$ cat src/rtl/uart_pkg.sv
// Shared UART definitions: FSM state type, bit-period helper and frame constants.
// UART_TX_PARITY_EN adds the PARITY state for 8E1 framing.
package uart_pkg;

  localparam int unsigned UART_DATA_BITS = 8;
  localparam int unsigned UART_STOP_BITS = 1;

  typedef enum logic [2:0] {
    StIdle,
    StStart,
    StData,
`ifdef UART_TX_PARITY_EN
    StParity,
`endif
    StStop
  } uart_tx_state_e;

  // Rounded clock/baud ratio.
  function automatic int unsigned baud_div(input int unsigned clock_freq,
                                           input int unsigned baud_rate);
    return (clock_freq + baud_rate / 2) / baud_rate;
  endfunction

endpackage

$ cat src/rtl/sync_fifo.sv
// Single-clock FIFO with occupancy count; a push into a full FIFO is refused
// even when a pop happens in the same cycle.
module sync_fifo #(
  parameter int unsigned Width = 8,
  parameter int unsigned Depth = 8
) (
  input  logic                   clock,
  input  logic                   reset_n,
  input  logic                   push,
  input  logic                   pop,
  input  logic [Width-1:0]       wdata,
  output logic [Width-1:0]       rdata,
  output logic [$clog2(Depth):0] count,
  output logic                   full,
  output logic                   empty
);

  localparam int unsigned PtrW = $clog2(Depth);
  localparam int unsigned CntW = PtrW + 1;

  logic [Width-1:0] mem [Depth];
  logic [PtrW-1:0]  wptr_q, rptr_q;
  logic [CntW-1:0]  count_q;
  logic             do_push, do_pop;

  assign full    = (count_q == CntW'(Depth));
  assign empty   = (count_q == '0);
  assign do_push = push && !full;
  assign do_pop  = pop && !empty;
  assign count   = count_q;
  assign rdata   = mem[rptr_q];

  // Depth is a power of two, so pointers wrap naturally.
  always_ff @(posedge clock or negedge reset_n) begin
    if (!reset_n) begin
      wptr_q  <= '0;
      rptr_q  <= '0;
      count_q <= '0;
    end else begin
      if (do_push) wptr_q <= wptr_q + PtrW'(1);
      if (do_pop)  rptr_q <= rptr_q + PtrW'(1);
      if (do_push && !do_pop)      count_q <= count_q + CntW'(1);
      else if (do_pop && !do_push) count_q <= count_q - CntW'(1);
    end
  end

  always_ff @(posedge clock) begin
    if (do_push) mem[wptr_q] <= wdata;
  end

endmodule

$ cat src/rtl/uart_tx_fifo.sv
// Buffered UART transmitter: 8N1 by default, 8E1 when UART_TX_PARITY_EN is defined.
// TX line is a register, so it is glitch-free and forced high by reset.
module uart_tx_fifo
  import uart_pkg::*;
#(
  parameter int unsigned CLOCK_FREQ = 100_000_000,
  parameter int unsigned BAUD_RATE  = 115200,
  parameter int unsigned FIFO_DEPTH = 8
) (
  input  logic                        clock,
  input  logic                        reset_n,
  input  logic                        io_in_valid,
  output logic                        io_in_ready,
  input  logic [7:0]                  io_in_bits,
  output logic                        io_txd,
  output logic                        io_busy,
  output logic [$clog2(FIFO_DEPTH):0] io_count
);

  localparam int unsigned Div  = baud_div(CLOCK_FREQ, BAUD_RATE);
  localparam int unsigned CntW = (Div < 2) ? 1 : $clog2(Div);

  if (Div < 2) begin : gen_div_check
    $error("uart_tx_fifo: bit period must be at least 2 clocks");
  end
  if (FIFO_DEPTH < 2 || (FIFO_DEPTH & (FIFO_DEPTH - 1)) != 0) begin : gen_depth_check
    $error("uart_tx_fifo: FIFO_DEPTH must be a power of two >= 2");
  end

  uart_tx_state_e state_q;
  logic [CntW-1:0] baud_q;
  logic [2:0]      bit_idx_q;
  logic [7:0]      shift_q;
  logic            txd_q;
`ifdef UART_TX_PARITY_EN
  logic            parity_q;
`endif

  logic [7:0] fifo_rdata;
  logic       fifo_full, fifo_empty, pop, baud_end;

  sync_fifo #(
    .Width(8),
    .Depth(FIFO_DEPTH)
  ) u_fifo (
    .clock  (clock),
    .reset_n(reset_n),
    .push   (io_in_valid),
    .pop    (pop),
    .wdata  (io_in_bits),
    .rdata  (fifo_rdata),
    .count  (io_count),
    .full   (fifo_full),
    .empty  (fifo_empty)
  );

  assign baud_end    = (baud_q == CntW'(Div - 1));
  // Pop from IDLE, or at the end of STOP so back-to-back frames have no gap.
  assign pop         = !fifo_empty && ((state_q == StIdle) || (state_q == StStop && baud_end));
  assign io_in_ready = !fifo_full;
  assign io_busy     = (state_q != StIdle) || !fifo_empty;
  assign io_txd      = txd_q;

  always_ff @(posedge clock or negedge reset_n) begin
    if (!reset_n) begin
      state_q   <= StIdle;
      baud_q    <= '0;
      bit_idx_q <= '0;
      shift_q   <= '0;
      txd_q     <= 1'b1;
`ifdef UART_TX_PARITY_EN
      parity_q  <= 1'b0;
`endif
    end else begin
      baud_q <= baud_end ? '0 : baud_q + CntW'(1);
      if (pop) begin
        shift_q <= fifo_rdata;
`ifdef UART_TX_PARITY_EN
        parity_q <= ^fifo_rdata;
`endif
      end
      unique case (state_q)
        StIdle: begin
          baud_q <= '0;
          if (pop) begin
            txd_q   <= 1'b0;
            state_q <= StStart;
          end
        end
        StStart: begin
          if (baud_end) begin
            bit_idx_q <= '0;
            txd_q     <= shift_q[0];
            state_q   <= StData;
          end
        end
        StData: begin
          if (baud_end) begin
            shift_q <= shift_q >> 1;
            if (bit_idx_q == 3'(UART_DATA_BITS - 1)) begin
`ifdef UART_TX_PARITY_EN
              txd_q   <= parity_q;
              state_q <= StParity;
`else
              txd_q   <= 1'b1;
              state_q <= StStop;
`endif
            end else begin
              bit_idx_q <= bit_idx_q + 3'd1;
              txd_q     <= shift_q[1];
            end
          end
        end
`ifdef UART_TX_PARITY_EN
        StParity: begin
          if (baud_end) begin
            txd_q   <= 1'b1;
            state_q <= StStop;
          end
        end
`endif
        StStop: begin
          if (baud_end) begin
            if (pop) begin
              txd_q   <= 1'b0;
              state_q <= StStart;
            end else begin
              txd_q   <= 1'b1;
              state_q <= StIdle;
            end
          end
        end
        default: state_q <= StIdle;
      endcase
    end
  end

endmodule

$ cat config.mk
export PLATFORM = sky130hd
export DESIGN_NAME = uart_tx_fifo
export DESIGN_NICKNAME = d
export VERILOG_FILES = /design/src/rtl/uart_pkg.sv /design/src/rtl/sync_fifo.sv /design/src/rtl/uart_tx_fifo.sv
export SDC_FILE = /design/constraint.sdc
export NUM_CORES = 1
export LEC_CHECK = 0
export BUFFER_PORTS_ARGS = -buffer_cell sky130_fd_sc_hd__clkbuf_2
export CORE_MARGIN = 2
export CORE_UTILIZATION = 60
export DETAILED_ROUTE_END_ITERATION = 8
export GPL_ROUTABILITY_DRIVEN = 0
export PLACE_DENSITY = 0.83
export SYNTH_ARGS = -nofsm -noshare
export SYNTH_HDL_FRONTEND = slang
export SYNTH_SLANG_ARGS = --single-unit
$ cat constraint.sdc
create_clock -name clock -period 3.3 [get_ports clock]
set_clock_uncertainty 0.2 [all_clocks]
set_input_delay 0.33 -clock clock [delete_from_list [all_inputs] [get_ports clock]]
set_output_delay 0.33 -clock clock [all_outputs]
set_load 0.01 [all_outputs]
# Word-level counts from Yosys, hierarchy flattened
# Memories as Yosys holds them, arrays and structs flattened.
# Cells that the tools add are included.
# Widths: inputs -> output; s select.
dict set report word_totals {
  reg_bits 35
  ramBits 64
  input_bits 11
  out_inout_bits 7
  word_cells 75
  n_memories 1
}
dict set report classes {
  add_sub_neg 6
  n_eq_ne 12
  mux 27
  reduce_logical 21
}
# memory words width read_ports rd_ports_with_merged_regs wr line
set memory_table {}
lappend memory_table {u_fifo.mem 8 8 1 0 1 sync_fifo.sv:21} ;# logic [Width-1:0] mem [Depth];
# cell n
set op_table {}
lappend op_table {{$mux 3} 8}
lappend op_table {{$mux 8} 3}
lappend op_table {{$mux 10} 2}
lappend op_table {{$pmux 3 s4} 1}
lappend op_table {{$add 10x1->10 const B} 1}
lappend op_table {{$eq 10x10->1 const B} 1}
lappend op_table {{$ne 2x2->1 const B} 5}
lappend op_table {{$reduce_and 5->1} 2}
lappend op_table {{$add 3x1->3 const B} 3}
lappend op_table {{$mux 1} 9}
lappend op_table {{$mux 4} 2}
lappend op_table {{$eq 3x2->1 const B} 2}
lappend op_table {{$logic_and 1x1->1} 6}
lappend op_table {{$pmux 3 s2} 1}
lappend op_table {{$add 4x1->4 const B} 1}
lappend op_table {{$eq 4x4->1 const B} 1}
lappend op_table {{$logic_not 1->1} 4}
lappend op_table {{$logic_not 4->1} 1}
lappend op_table {{$pmux 1 s4} 1}
lappend op_table {{$reduce_and 4->1} 1}
lappend op_table {{$reduce_bool 2->1} 2}
lappend op_table {{$reduce_bool 4->1} 1}
lappend op_table {{$sub 4x1->4 const B} 1}
lappend op_table {{$eq 3x1->1 const B} 1}
lappend op_table {{other kinds (5)} 6}

# Depth between registers and ports, before layout
# Gate-level depths: netlist of the first run.
dict set report depth {
  ltp_word 8
  ltp_mapped 12
  depth_no_buf 12
}

# Cells and area by module
# Synthesis of the first run repeated with hierarchy kept, for this count alone.
dict set report hier_totals {
  cells_unflattened 283
  area_unflattened_um2 4411.7
}
# mod n_inst cells_each area_each_um2 seq_area_each_um2
set by_module_without_submodules {}
lappend by_module_without_submodules {sync_fifo 1 157 3119.2 2172.1}
lappend by_module_without_submodules {uart_tx_fifo 1 126 1292.5 601.8}

# Worst setup path after synthesis of the first run
# No wires, ideal clock.
dict set report synth_timing {
  path_kind {reg2reg}
  from {register baud_q[0]}
  to {register u_fifo.count_q[3], in the netlist u_fifo.count[3]}
  setup_ps 80
  t_arrival_ps 2518
  required_time_ps 3020
  slack_ps 502
  path_stages_with_launch 13
  n_path_buf 0
  synth_period_minus_slack_ps 2798
  cell_sequence {dfrtp_1 ha_1 nor3b_4 a41oi_4 nor2_1 inv_1 ha_1 inv_1 ha_1 a21o_1 a21oi_1 mux2i_1 xnor2_1}
}
dict set report synth_between {
  elab_chain_len 8
  elab_cells_between_ends 10
  classes_between {1 x eq/ne; 1 x mux; 8 x reduce/logical}
}
# item line
set synth_rtl {}
lappend synth_rtl {{from (decl)} uart_tx_fifo.sv:31} ;# logic [CntW-1:0] baud_q;
lappend synth_rtl {{from (signal assigned)} uart_tx_fifo.sv:75} ;# baud_q <= baud_end ? '0 : baud_q + CntW'(1);
lappend synth_rtl {{$eq 10x10->1 *} uart_tx_fifo.sv:57} ;# assign baud_end = (baud_q == CntW'(Div - 1));
lappend synth_rtl {{$logic_and 1x1->1 *} uart_tx_fifo.sv:59} ;# assign pop = !fifo_empty && ((state_q == StIdle) || (state_q == StStop && baud_end));
lappend synth_rtl {{$logic_or 1x1->1 *} uart_tx_fifo.sv:59}
lappend synth_rtl {{$logic_and 1x1->1 *} uart_tx_fifo.sv:59}
lappend synth_rtl {{$logic_and 1x1->1 *} sync_fifo.sv:29} ;# assign do_pop = pop && !empty;
lappend synth_rtl {{$logic_not 1->1} sync_fifo.sv:42} ;# if (do_push && !do_pop) count_q <= count_q + CntW'(1);
lappend synth_rtl {{$logic_and 1x1->1} sync_fifo.sv:42}
lappend synth_rtl {{$mux 4 or $reduce_bool 2->1 (tied branches)} --}
lappend synth_rtl {{to (signal assigned)} sync_fifo.sv:42}
lappend synth_rtl {{to (signal assigned)} sync_fifo.sv:43} ;# else if (do_pop && !do_push) count_q <= count_q - CntW'(1);
lappend synth_rtl {{to (decl)} sync_fifo.sv:23} ;# logic [CntW-1:0] count_q;
# Every way passes the cells marked *; elsewhere a longest branch is shown, timed or not.
# A chain may end at the register's enable or synchronous reset.

# Final worst setup path of the first run
# Ends and elaborated chain as after synthesis.

==> out/results.txt, run 1 <==
The first detailed-routing pass ran for 5 iterations. The proportion of layout cells with a drive suffix above 1 came out at 0.222. By area, the combinational part of the netlist is dominated by multiplexers. The power density over cell area was 579 nW/um^2; the proportion of synthesized chip area in sequential cells was 0.626. The first global-routing pass estimated 12.7 mm of wire. The run finished with clean final reports. After global routing the overflow that remains totals 0. The core box area was 7210 sq um. In this run, CTS created clock tree buffers numbering 9. The tools report the synthesized instance count as 287. The xor and xnor fraction of the mapped netlist area is 0.0277. For the finished layout, the period the worst path requires is 3.10 ns.

The die covers 8090 sq um. Cell accounting for the most synthesized area: sky130_fd_sc_hd__edfxtp_1. The tools report the leakage power figure as 1.82 nW.

Entering global routing, the biggest net connects 35 pins. The clock drives 98 sinks. The relative area change from synthesis to final layout came out at 9.04%. The number of maximum-capacitance violations is 0. In this run the worst path has a maximum fanout of 8. The detail route stage leaves a number of antenna-violating nets equal to 0. The clock-pin slew of the registers on the worst-case setup and hold paths was 0.11 ns. The wire length per cell is 18.3 um, and the post-synthesis async set-or-reset flop share is 0.347. The netlist uses 50 different library cells.

For this run, the slowest stage of the critical path takes 0.40 ns. Wires add up to 7.67 mm. Synthesis inferred 98 register bits.

Type of element capturing the critical path: a flip-flop. The critical path goes through ha_1, nor3b_4, a41oi_4, nor2_1, inv_1, ha_1, inv_1, ha_1, a21o_1, a21oi_1, mux2i_1, xnor2_1. Total number of H-tree levels: 3.

At the pin with the least slew margin, the transition time is 0.863 ns. The number of rows in the core area is 31, and the via count of the first global-routing pass is 2468. Final standard cell area without fillers: 4830 sq um. The mapped cell area is 4430 sq um. The HPWL after detailed placement is 5.04 mm. TritonCTS built the clock tree. The first routing iteration left 115 violations.

For the worst-skew pair, the clock arrives at the later sink with an insertion delay of 0.37 ns. The area share of fa/ha/maj cells after synthesis was 0.0412; the combined global-route utilization of all metal layers was 0.206. The worst max-slew margin expressed relative to the limit was 0.424; the die extent in x was 89.9 um. The commonest cells after synthesis are 64 x sky130_fd_sc_hd__edfxtp_1, 33 x sky130_fd_sc_hd__dfrtp_1, 17 x sky130_fd_sc_hd__nand2_1, 15 x sky130_fd_sc_hd__nor2_1. During placement, the flow inserted port buffers numbering 17. For this run, the top clock speed supported by timing is 323 MHz. By area the synthesized netlist is led by sky130_fd_sc_hd__edfxtp_1 43%, sky130_fd_sc_hd__dfrtp_1 19%, sky130_fd_sc_hd__mux4_1 5.3%, sky130_fd_sc_hd__ha_1 3.7%, sky130_fd_sc_hd__mux4_2 3.6%.

In this run the count of I/O pins placed on the die edge is 18. The library cell appearing most often on the critical path is sky130_fd_sc_hd__ha_1. The post-route clock period utilization was 0.939; the critical path data required time was 3.40 ns. The worst hold path belongs to the class in -> reg. The cell area after placement is 4610 sq um, and the share of the synthesized area in compound gates (AO/OA/AOI/OAI) is 0.0604. Setup repair after global routing left no endpoint under its margin. For the number of antenna diodes, the log shows 0. Summed over all failing endpoints, the final setup total negative slack is 0 ns. The tools report the number of DRC violations after detailed routing as 0. The arrival time reported for the critical path endpoint is 3.20 ns, and the area occupied by registers is 2770 sq um.

Most frequent cell after synthesis: sky130_fd_sc_hd__edfxtp_1. The final max-slew violation count is 0, and the final hold violation count is 0. Fill cells in the final layout number 513.

The average vias per placed instance came out at 5.89. Most used flip-flop cell after synthesis: sky130_fd_sc_hd__edfxtp_1. Startpoint-to-endpoint class of the critical path: reg -> reg. Hold is met by 0.0315 ns. The multi-input combinational cell area was 1520 sq um; the count of yosys warnings during synthesis was 0. When the netlist entered floorplanning its net count stood at 312. Counting along the longest clock path gives a buffer depth of 2.

The die boundary height is 89.9 um, and the effective utilization at floorplan is 0.614. The type of element launching the critical path is a flip-flop. The logs give 2467 for the total number of vias and 0.393 mV for the worst supply voltage drop on vdd. The net count of the finished layout was 340; the number of failing setup endpoints in the final timing report was 0.

In this run the clock root is driven by a sky130_fd_sc_hd__clkbuf_8. Averaged over all synthesized cells, the footprint is 15.4 sq um. The simple-gate area share of the yosys netlist was 0.0901.

The area share of the leading cell type in the synthesized netlist came out at 0.434. The fraction of synthesized area in multiplexers is 0.125, and the initial antenna violation count is 0. Worst-path cell with the longest stage delay: sky130_fd_sc_hd__dfrtp_1. The synthesized design contains 64 enable-type register cells.
[critical path, delay by kind of cell (launching register included)]
kind | cells | cell delay, ns
fa+ha+maj | 3 | 0.71
xor+xnor | 1 | 0.13
simple gates | 2 | 0.55
mux | 1 | 0.24
buf+inv | 2 | 0.23
flops | 1 | 0.40
compound gates | 3 | 0.57
[registers in the layout, summed over array words and instances (netlist names)]
signal and flops:
u_fifo.mem 64, baud_q 10, shift_q 8, u_fifo.count 4, bit_idx_q 3, u_fifo.rptr_q 3, u_fifo.wptr_q 3, state_q 2
io_txd 1
[kinds of logic (layout without fill, tap and decap cells)]
family / after synthesis / after routing
AOI/OAI and AO/OA: 37 / 37
and+or+nand+nor: 73 / 73
adders and majority gates: 14 / 14
DFF: 98 / 98
buffers and inverters: 21 / 54
muxes: 30 / 30
xor gates and xnor gates: 14 / 14
[what timing repair did]
action                                 4_1_cts  5_1_grt
buffers inserted                             0        2
endpoints found under the hold margin       33        0
resized for setup                            0        0
setup endpoints to repair                    0        1
hold buffers                                 1        0
[power breakdown]
part | switching [mW] | internal [mW] | total, mW | leakage, nW
clock | 0.449 | 0.298 | 0.746 | 0.101
combinational | 0.251 | 0.209 | 0.460 | 0.718
sequential | 0.114 | 1.48 | 1.59 | 0.998
total | 0.814 | 1.98 | 2.80 | 1.82
[cells in the final DEF, fill, tap and decap left out, types with 3 or more instances in the layout]
cell type                  instances
sky130_fd_sc_hd__a21oi_1          12
sky130_fd_sc_hd__ha_1             13
sky130_fd_sc_hd__buf_4            12
sky130_fd_sc_hd__clkbuf_2         17
sky130_fd_sc_hd__nor2_1           15
sky130_fd_sc_hd__mux2i_1           3
sky130_fd_sc_hd__nor3_1           13
sky130_fd_sc_hd__nand4_1           3
sky130_fd_sc_hd__mux2_2           10
sky130_fd_sc_hd__xor2_1            6
sky130_fd_sc_hd__nand3_1           6
sky130_fd_sc_hd__nand2b_1          5
sky130_fd_sc_hd__clkbuf_8          9
sky130_fd_sc_hd__xnor2_1           8
sky130_fd_sc_hd__inv_1             8
sky130_fd_sc_hd__nand2_1          17
sky130_fd_sc_hd__mux4_1            9
sky130_fd_sc_hd__dfrtp_1          33
sky130_fd_sc_hd__inv_6             3
sky130_fd_sc_hd__edfxtp_1         64
sky130_fd_sc_hd__o21ai_0           4
sky130_fd_sc_hd__o31ai_1           7
sky130_fd_sc_hd__mux4_2            7
[per-layer routing]
metal	routed length, um	global-route usage
met1	3280	0.261
met2	4050	0.359
met3	252	0.0511
met4	82	0.0538
met5	0	0
[final cells by class]
| cell class | count | share of cell area |
|---|---|---|
| sequential | 98 | 0.574 |
| clock buffer | 9 | 0.0256 |
| inverter | 8 | 0.00622 |
| tap | 99 | 0.0256 |
| clock inverter | 7 | 0.0145 |
| timing repair buffer | 30 | 0.0383 |
| multi-input combinational | 168 | 0.315 |
[stage by stage]
stage	cells	total power, mW	utilization	worst slack (ns)
6_report	419	2.80	0.670	0.200
3_5_place_dp	400	2.08	0.639	0.233
2_1_floorplan	287	1.89	-	0.502
4_1_cts	417	2.83	0.668	0.142
5_1_grt	419	2.94	0.670	0.00157
3_3_place_gp	400	2.04	0.639	0.353
[final timing paths]
| path | from | to | slack, ns | cells past startpoint |
|---|---|---|---|---|
| worst min register to register | io_txd | io_txd | 0.28 | 2 |
| min in group asynchronous | reset_n | bit_idx_q[0] | 0.40 | 2 |
| max in group asynchronous | reset_n | u_fifo.count[2] | 1.96 | 2 |
| worst min-delay path | io_in_bits[0] | u_fifo.mem[1][0] | 0.03 | 1 |
| worst max register to register | baud_q[0] | u_fifo.count[3] | 0.20 | 12 |
| worst max-delay path | baud_q[0] | u_fifo.count[3] | 0.20 | 12 |
(Power assumes the default switching activity.)
==> run 2: changes to the inputs <==
PLACE_DENSITY = 0.78   (was 0.83)
clock period = 3.9 ns   (was 3.3 ns; I/O delays follow)
==> run 2 against run 1 <==
  * Count of clock-buffer cells in the layout rose by 1
  * Maximum frequency rose by 1.2%
  * First-iteration DRC count fell by 27%
  * Global-route usage fell by 1.2 points
  * Sequential share of layout area rose by 0.25 points
  * Combinational power fell by 21%
  * Largest cell class unchanged
  * Die area did not move
==> out/results.txt, run 2 (same netlist as run 1, synthesis figures left out) <==
The run gives 98 as the total number of clock tree sinks. Summing all non-filler instances in the final layout gives an area of 4810 sq um. During placement, the flow inserted port buffers numbering 17. The met2 capacity usage during global routing was 0.324. The tools report the effective utilization at floorplan as 0.614. The maximum number of pins on one net before global-route repair is 35, and the power density over cell area is 501 nW/um^2. Adding up every negative setup slack in the final design gives 0 ns. Row generation in the floorplan step produced 31 rows. The run gives 413 as the final non-filler cell total. The type of element capturing the critical path was a flip-flop. In this design, the stage delay of the slowest critical-path cell is 0.40 ns. The total I/O pin count was 18; the die outline area was 8090 sq um.

Clock-pin slew was measured on the worst setup and hold paths at 0.09 ns. Post-CTS resize count: 0. The clock tree synthesis step divided the H-tree into 3 levels. The total detailed-routing wirelength came out at 7.32 mm.

The worst register-to-register path has a depth of 12. 0 antenna diodes ended up in the layout. The critical path in this run is classified as reg -> reg. The min-delay analysis places its worst path in the category in -> reg. Proportion of layout cells with a drive suffix above 1: 0.204.

Relative area change from synthesis to final layout: 8.56%. At the pin with the least slew margin, the transition time is 0.946 ns. Setup repair after global routing left no endpoint under its margin. The logs give 0 for the final max-slew violation count and 84 for the iteration-0 DRC count of the detailed router. The largest registers in the layout are u_fifo.mem: 64 flops, baud_q: 10 flops, shift_q: 8 flops. The worst max-slew margin expressed relative to the limit is 0.370, and the global-route congestion overflow total is 0. The worst hold path terminates at u_fifo.mem[4][7]. The final HPWL from detailed placement was 4.91 mm; the post-route clock period utilization was 0.785. The met3 track demand over resource is 0.0302. Across the run, the number of max-cap violations was 0.

Counting the buffers created by CTS gives 9. The latest clock arrival within the worst-skew pair was 0.34 ns; the average vias per placed instance was 5.80. The startpoint of the lowest-slack hold path was io_in_bits[7]. In this run the cell area measured after placement is 4580 sq um. STA puts the critical path data required time at 3.97 ns. The post-route antenna net violation count came out at 0. For this run, design rule violations remaining after detail routing come to 0. At the worst endpoint, the arrival time is 3.14 ns. Once routing completed, OpenROAD measured the worst setup slack at 0.837 ns. The tools report the type of element launching the critical path as a flip-flop. The die extent in x is 89.9 um. The met1 track utilization from global routing was 0.260; the largest buffer count on any clock path was 2. Prior to clock tree synthesis, the placed netlist has a worst setup slack of 0.885 ns. In this run the vertical extent of the chip is 89.9 um. Worst supply voltage drop on vdd: 0.329 mV.

The run gives 1.79 nW as the leakage power figure. The most common cell after layout, fill and taps aside was sky130_fd_sc_hd__edfxtp_1. Setup violations remaining at the end of the flow were counted as 0. The worst path needs 3.06 ns of the cycle, external delays included. Initial antenna violation count: 0. In the layout the commonest cells are 64 x sky130_fd_sc_hd__edfxtp_1, 33 x sky130_fd_sc_hd__dfrtp_1, 17 x sky130_fd_sc_hd__nand2_1, 17 x sky130_fd_sc_hd__clkbuf_2, 15 x sky130_fd_sc_hd__nor2_1.

The via count of the first global-routing pass came out at 2361. The flip-flop count of the largest register, all copies and words added is 64. Among the stages of the critical path, the cell type that occurs most often is sky130_fd_sc_hd__ha_1. The first detailed-routing pass ran for 4 iterations. The tightest hold margin was 0.105 ns; the overall power of the completed layout was 2.41 mW. Cell depth of the worst min-delay path: 1.

The launch point of the worst reg-to-reg path was baud_q[0]. TritonCTS built the clock tree. The run gives 0.194 as the combined global-route utilization of all metal layers. After the last flow step, the layout net total stands at 334.

The worst-path cell with the longest stage delay is sky130_fd_sc_hd__dfrtp_1. The final core area utilization was 0.667. The layer with the highest usage was met2. The first-pass GRT wire length is 12.0 mm. The end of the worst register-to-register path is u_fifo.count[3]. The setup slack of the worst register-to-register path is 0.84 ns, and the wire length per cell is 17.7 um.

The peak fanout along the critical path is 8, and the core box area is 7210 sq um. The tools report the total placed cells including tap cells as 396. The register with the most flip-flops in the final layout is u_fifo.mem. The run gives 326 MHz as the timing-limited maximum frequency. The tree is rooted in a sky130_fd_sc_hd__clkbuf_8. For the total number of vias, the log shows 2396.

The flow ran to the end, and the final reports show no timing, DRC or antenna violations. Walking the worst path, the cells encountered are ha_1, nor3b_4, a41oi_4, nor2_1, inv_1, ha_1, inv_1, ha_1, a21o_1, a21oi_1, mux2i_1, xnor2_1. The tools report the final hold violation count as 0.
[run 2: cell count changes in the layout (fill, tap and decap cells not counted), sizes merged]
cell | before | now
bufinv | 0 | 2
buf | 12 | 6
clkinvlp | 0 | 1
clkbuf | 26 | 27
inv | 13 | 9
[run 2: area by class of cell]
class	instances	area [sq um]
clock buffers	10	128
flip-flops and latches	98	2770
repair buffers	24	140
well taps	99	124
fillers	509	2400
multi-input cells	168	1520
clock inverters	6	90.1
inverters	8	30.0
[run 2: critical path: cells and delay by family, from the launching register on]
family / cells / cell delay [ns]
compound gates: 3 / 0.55
xor+xnor: 1 / 0.13
fa+ha+maj: 3 / 0.68
buf+inv: 2 / 0.24
flops: 1 / 0.40
mux: 1 / 0.24
simple gates: 2 / 0.56
[run 2: metal layers]
metal / vias up / wire (um)
met1: 1181 / 3270
met4: 0 / 122
li1: 1143 / -
met2: 61 / 3690
met5: - / 0
met3: 11 / 234
[run 2: power by group]
group / internal [mW] / switching, mW
logic: 0.163 / 0.202
registers: 1.25 / 0.0957
clock network: 0.364 / 0.337
[run 2: how the worst max path moves through the flow]
stage	cells past startpoint	startpoint	endpoint
floorplan	12	baud_q[0]	u_fifo.count[3]
global placement	12	baud_q[0]	u_fifo.count[3]
detailed placement	12	baud_q[0]	u_fifo.count[3]
CTS	12	baud_q[0]	u_fifo.count[3]
global route	12	baud_q[0]	u_fifo.count[3]
finish	12	baud_q[0]	u_fifo.count[3]
[run 2: timing repair]
action | 4_1_cts | 5_1_grt
endpoints found under the hold margin | 33 | 0
hold buffers | 1 | 0
buffers inserted | 0 | 0
==> run 3: changes to the inputs <==
ABC_AREA = 1   (was not set)
clock period = 3.1 ns   (was 3.9 ns; I/O delays follow)
==> run 3 against run 2 <==
  * Combinational power grew 31%
  * Clock power grew 21%
  * Core utilization grew 1.5 points
  * Synthesized cell count grew 55%
  * Final cell count grew 40%
  * Worst hold slack lost 0.088 ns
  * Area after synthesis grew 1.1%
  * Maximum frequency grew 8.8%
  * Worst setup slack lost 0.55 ns
  * Total power grew 23%
  * Critical path depth grew 2
  * Critical endpoint unchanged
  * Largest power group unchanged
  * Highest routed layer unchanged
==> out/results.txt, run 3 <==
The logs give 0.0162 ns for the tightest hold margin and 3 for the total number of H-tree levels. The startpoint of the most critical setup path was baud_q[0]. The tightest min-delay check is of the in -> reg type.

The die covers 8170 sq um. The tools report the type of element capturing the critical path as a flip-flop. The final max-slew violation count is 0.

The final route contains 3089 vias. The via count of the first global-routing pass is 3041, and the setup slack of the worst register-to-register path is 0.28 ns. The proportion of synthesized chip area in sequential cells is 0.619. Proportion of layout cells with a drive suffix above 1: 0.138.

Entering global routing, the biggest net connects 35 pins. At the pin with the least slew margin, the transition time is 0.844 ns. The final core area utilization came out at 0.682. The net count of the finished layout is 500.

The run gives 8.67 mm as the total detailed-routing wirelength. The tools report the setup TNS after final layout as 0 ns. Register name with the most flops: u_fifo.mem.

Pin placement for this block handled 18 I/O pins. For the arrival time reported for the critical path endpoint, the log shows 2.86 ns. By area the synthesized netlist is led by sky130_fd_sc_hd__edfxtp_1 43%, sky130_fd_sc_hd__dfrtp_1 18%, sky130_fd_sc_hd__nand2_1 12%, sky130_fd_sc_hd__nand3_1 5.3%, sky130_fd_sc_hd__ha_1 3.6%. The flow ran to the end, and the final reports show no timing, DRC or antenna violations. The initial antenna violation count was 0. The average vias per placed instance was 5.34; the largest buffer count on any clock path was 2. The count of yosys warnings during synthesis was 0; the first-pass GRT wire length was 14.5 mm. Ranked by instance count, the synthesized netlist is headed by 141 x sky130_fd_sc_hd__nand2_1, 64 x sky130_fd_sc_hd__edfxtp_1, 47 x sky130_fd_sc_hd__nand3_1, 36 x sky130_fd_sc_hd__inv_1, 33 x sky130_fd_sc_hd__dfrtp_1. For this block, the initial DRC count from the detailed router was 176.

The cell accounting for the most synthesized area is sky130_fd_sc_hd__edfxtp_1. The largest registers in the layout are u_fifo.mem: 64 flops, baud_q: 10 flops, shift_q: 8 flops. The final standard cell area without fillers was 4950 sq um.

In this run the worst setup path terminates at u_fifo.count[3]. The timing-limited maximum frequency was 355 MHz; the post-route antenna net violation count was 0. The endpoint identified for the worst register-to-register timing path is u_fifo.count[3]. The total area inside the core boundary comes to 7250 sq um.

In the synthesized netlist the dominant register cell turns out to be sky130_fd_sc_hd__edfxtp_1. Synthesis produced a netlist with a net count of 470. Clock tree synthesis found a total of 98 sinks. The post-route clock period utilization is 0.908. The critical path data required time is 3.14 ns, and the number of DRC violations after detailed routing is 0.

The die extent in x is 90.4 um, and the count of cells along the worst register-to-register path is 14. The launch point of the worst reg-to-reg path was baud_q[0]. The peak fanout along the critical path works out to 12. CTS placed an instance of sky130_fd_sc_hd__clkbuf_8 at the clock tree root. Once placement finished, the instance area stood at 4710 sq um. The worst max-slew margin expressed relative to the limit is 0.437.

Summed over all layers, the global routing overflow is 0. The final hold violation count is 0. The most frequent cell after synthesis was sky130_fd_sc_hd__nand2_1.

From synthesis to final layout, the design area changed by 10.5%. TritonCTS built the clock tree. The mean area per synthesized cell was 10.1 sq um; the number of antenna diodes was 0.

Setup repair after global routing left no endpoint under its margin. Across the VDD grid, the largest voltage drop is 0.480 mV. At the later pin of the worst-skew pair, clock insertion delay measures 0.37 ns.

In this run the power density over the cells is 602 nW/um^2. Effective utilization at floorplan: 0.617. After synthesis the cells add up to 4480 sq um.

In the layout the commonest cells are 141 x sky130_fd_sc_hd__nand2_1, 64 x sky130_fd_sc_hd__edfxtp_1, 47 x sky130_fd_sc_hd__nand3_1. The tools report the synthesized instance count as 445. Startpoint-to-endpoint class of the critical path: reg -> reg. The tools report the combined global-route utilization of all metal layers as 0.230. Overall power of the completed layout: 2.98 mW. The die boundary height came out at 90.4 um. The register with the most flip-flops in the layout has 64 of them. The first detailed-routing pass ran for 6 iterations. The synthesized design contains 64 enable-type register cells. Buffers placed on the I/O ports in this run total 17.

Synthesis inferred 98 register bits. For the leakage power figure, the log shows 2.15 nW. Leaving out fill and tap cells, the most frequent cell in the layout is sky130_fd_sc_hd__nand2_1. The type of element launching the critical path was a flip-flop.

Setup violations remaining at the end of the flow were counted as 0. The area share of the leading cell type in the synthesized netlist is 0.429. The post-layout minimum cycle time came out at 2.82 ns. Across the run, the number of max-cap violations was 0.

The count of filler cells inserted in the layout is 560, and the count of different cell masters after synthesis is 36. The clock-pin slew of the registers on the worst-case setup and hold paths is 0.10 ns, and the number of buffers created by CTS is 9. After floorplanning, the core was divided into 31 placement rows. For the final HPWL from detailed placement, the log shows 5.86 mm. After detailed routing, the average wire length per cell comes to 15.0 um. The post-synthesis async set-or-reset flop share is 0.347.
## run 3: cell count changes in the layout (fill, tap and decap cells not counted), moves of 9 or more
cell	change
sky130_fd_sc_hd__inv_1	+27
sky130_fd_sc_hd__mux2_2	-9
sky130_fd_sc_hd__mux4_1	-9
sky130_fd_sc_hd__nand2_1	+124
sky130_fd_sc_hd__nand3_1	+41
sky130_fd_sc_hd__nor2_1	+16
sky130_fd_sc_hd__nor3_1	-11
sky130_fd_sc_hd__o21ai_0	+14
## run 3: worst min path at each step
| stage | startpoint | slack [ns] | cells after the start | to |
|---|---|---|---|---|
| after floorplan | reset_n | -0.19 | 0 | baud_q[0] |
| after global placement | reset_n | 0.25 | 1 | baud_q[5] |
| after detailed placement | reset_n | 0.25 | 1 | u_fifo.rptr_q[2] |
| after CTS | io_in_bits[2] | 0.009 | 1 | u_fifo.mem[3][2] |
| after global routing | io_in_bits[1] | 0.007 | 1 | u_fifo.mem[5][1] |
| final | io_in_bits[1] | 0.02 | 1 | u_fifo.mem[5][1] |
## run 3: worst max-delay path, cell delays in order (launching register included)
cell and delay [ns]:
sky130_fd_sc_hd__dfrtp_1 0.39, sky130_fd_sc_hd__ha_2 0.23, sky130_fd_sc_hd__nand2_1 0.07, sky130_fd_sc_hd__nor2_2 0.16, sky130_fd_sc_hd__nand3_4 0.15, sky130_fd_sc_hd__nand2_4 0.15, sky130_fd_sc_hd__nand2_4 0.13, sky130_fd_sc_hd__ha_1 0.23
sky130_fd_sc_hd__inv_2 0.09, sky130_fd_sc_hd__ha_1 0.27, sky130_fd_sc_hd__a21oi_1 0.15, sky130_fd_sc_hd__nand2_1 0.09, sky130_fd_sc_hd__a21oi_1 0.12, sky130_fd_sc_hd__o21ai_0 0.12, sky130_fd_sc_hd__xor2_1 0.15
## run 3: through the flow
step / worst slack [ns] / std cells
CTS: 0.178 / 578
floorplan: 0.427 / 445
detailed placement: 0.194 / 561
finish: 0.285 / 579
global placement: 0.349 / 561
global route: 0.00102 / 579
## run 3: cell type report
type / instances / area, sq um / area share
flip-flops and latches: 98 / 2770 / 0.561
well taps: 99 / 124 / 0.0250
multi-input cells: 296 / 1500 / 0.303
inverters: 39 / 146 / 0.0296
clock buffers: 9 / 124 / 0.0250
clock inverters: 7 / 86.3 / 0.0175
repair buffers: 31 / 193 / 0.0389
## run 3: where the power goes
part	switching (mW)	internal (mW)	total, mW
logic	0.299	0.178	0.477
clock network	0.461	0.390	0.851
registers	0.0764	1.57	1.65
## run 3: repair_timing
item / in CTS / in global routing
endpoints found under the setup margin: 0 / 1
resized for setup: 0 / 3
buffers inserted: 0 / 1
hold buffers: 1 / 0
endpoints found under the hold margin: 33 / 0
## run 3: routing by layer
layer,track usage,vias to the layer above,share of wire
li1,-,1533,-
met1,0.306,1482,0.42
met2,0.384,63,0.51
met3,0.0426,11,0.050
met4,0.0808,0,0.014
met5,0,-,0
## run 3: logic make-up (layout without fill, tap and decap cells)
| group | Yosys count | count (layout) | share of synthesized area |
|---|---|---|---|
| and+or+nand+nor | 241 | 241 | 0.233 |
| DFF | 98 | 98 | 0.619 |
| buffers and inverters | 51 | 86 | 0.0467 |
| AOI/OAI and AO/OA | 32 | 32 | 0.0416 |
| adders and majority gates | 14 | 14 | 0.0408 |
| xor gates and xnor gates | 8 | 8 | 0.0156 |
| muxes | 1 | 1 | 0.00251 |
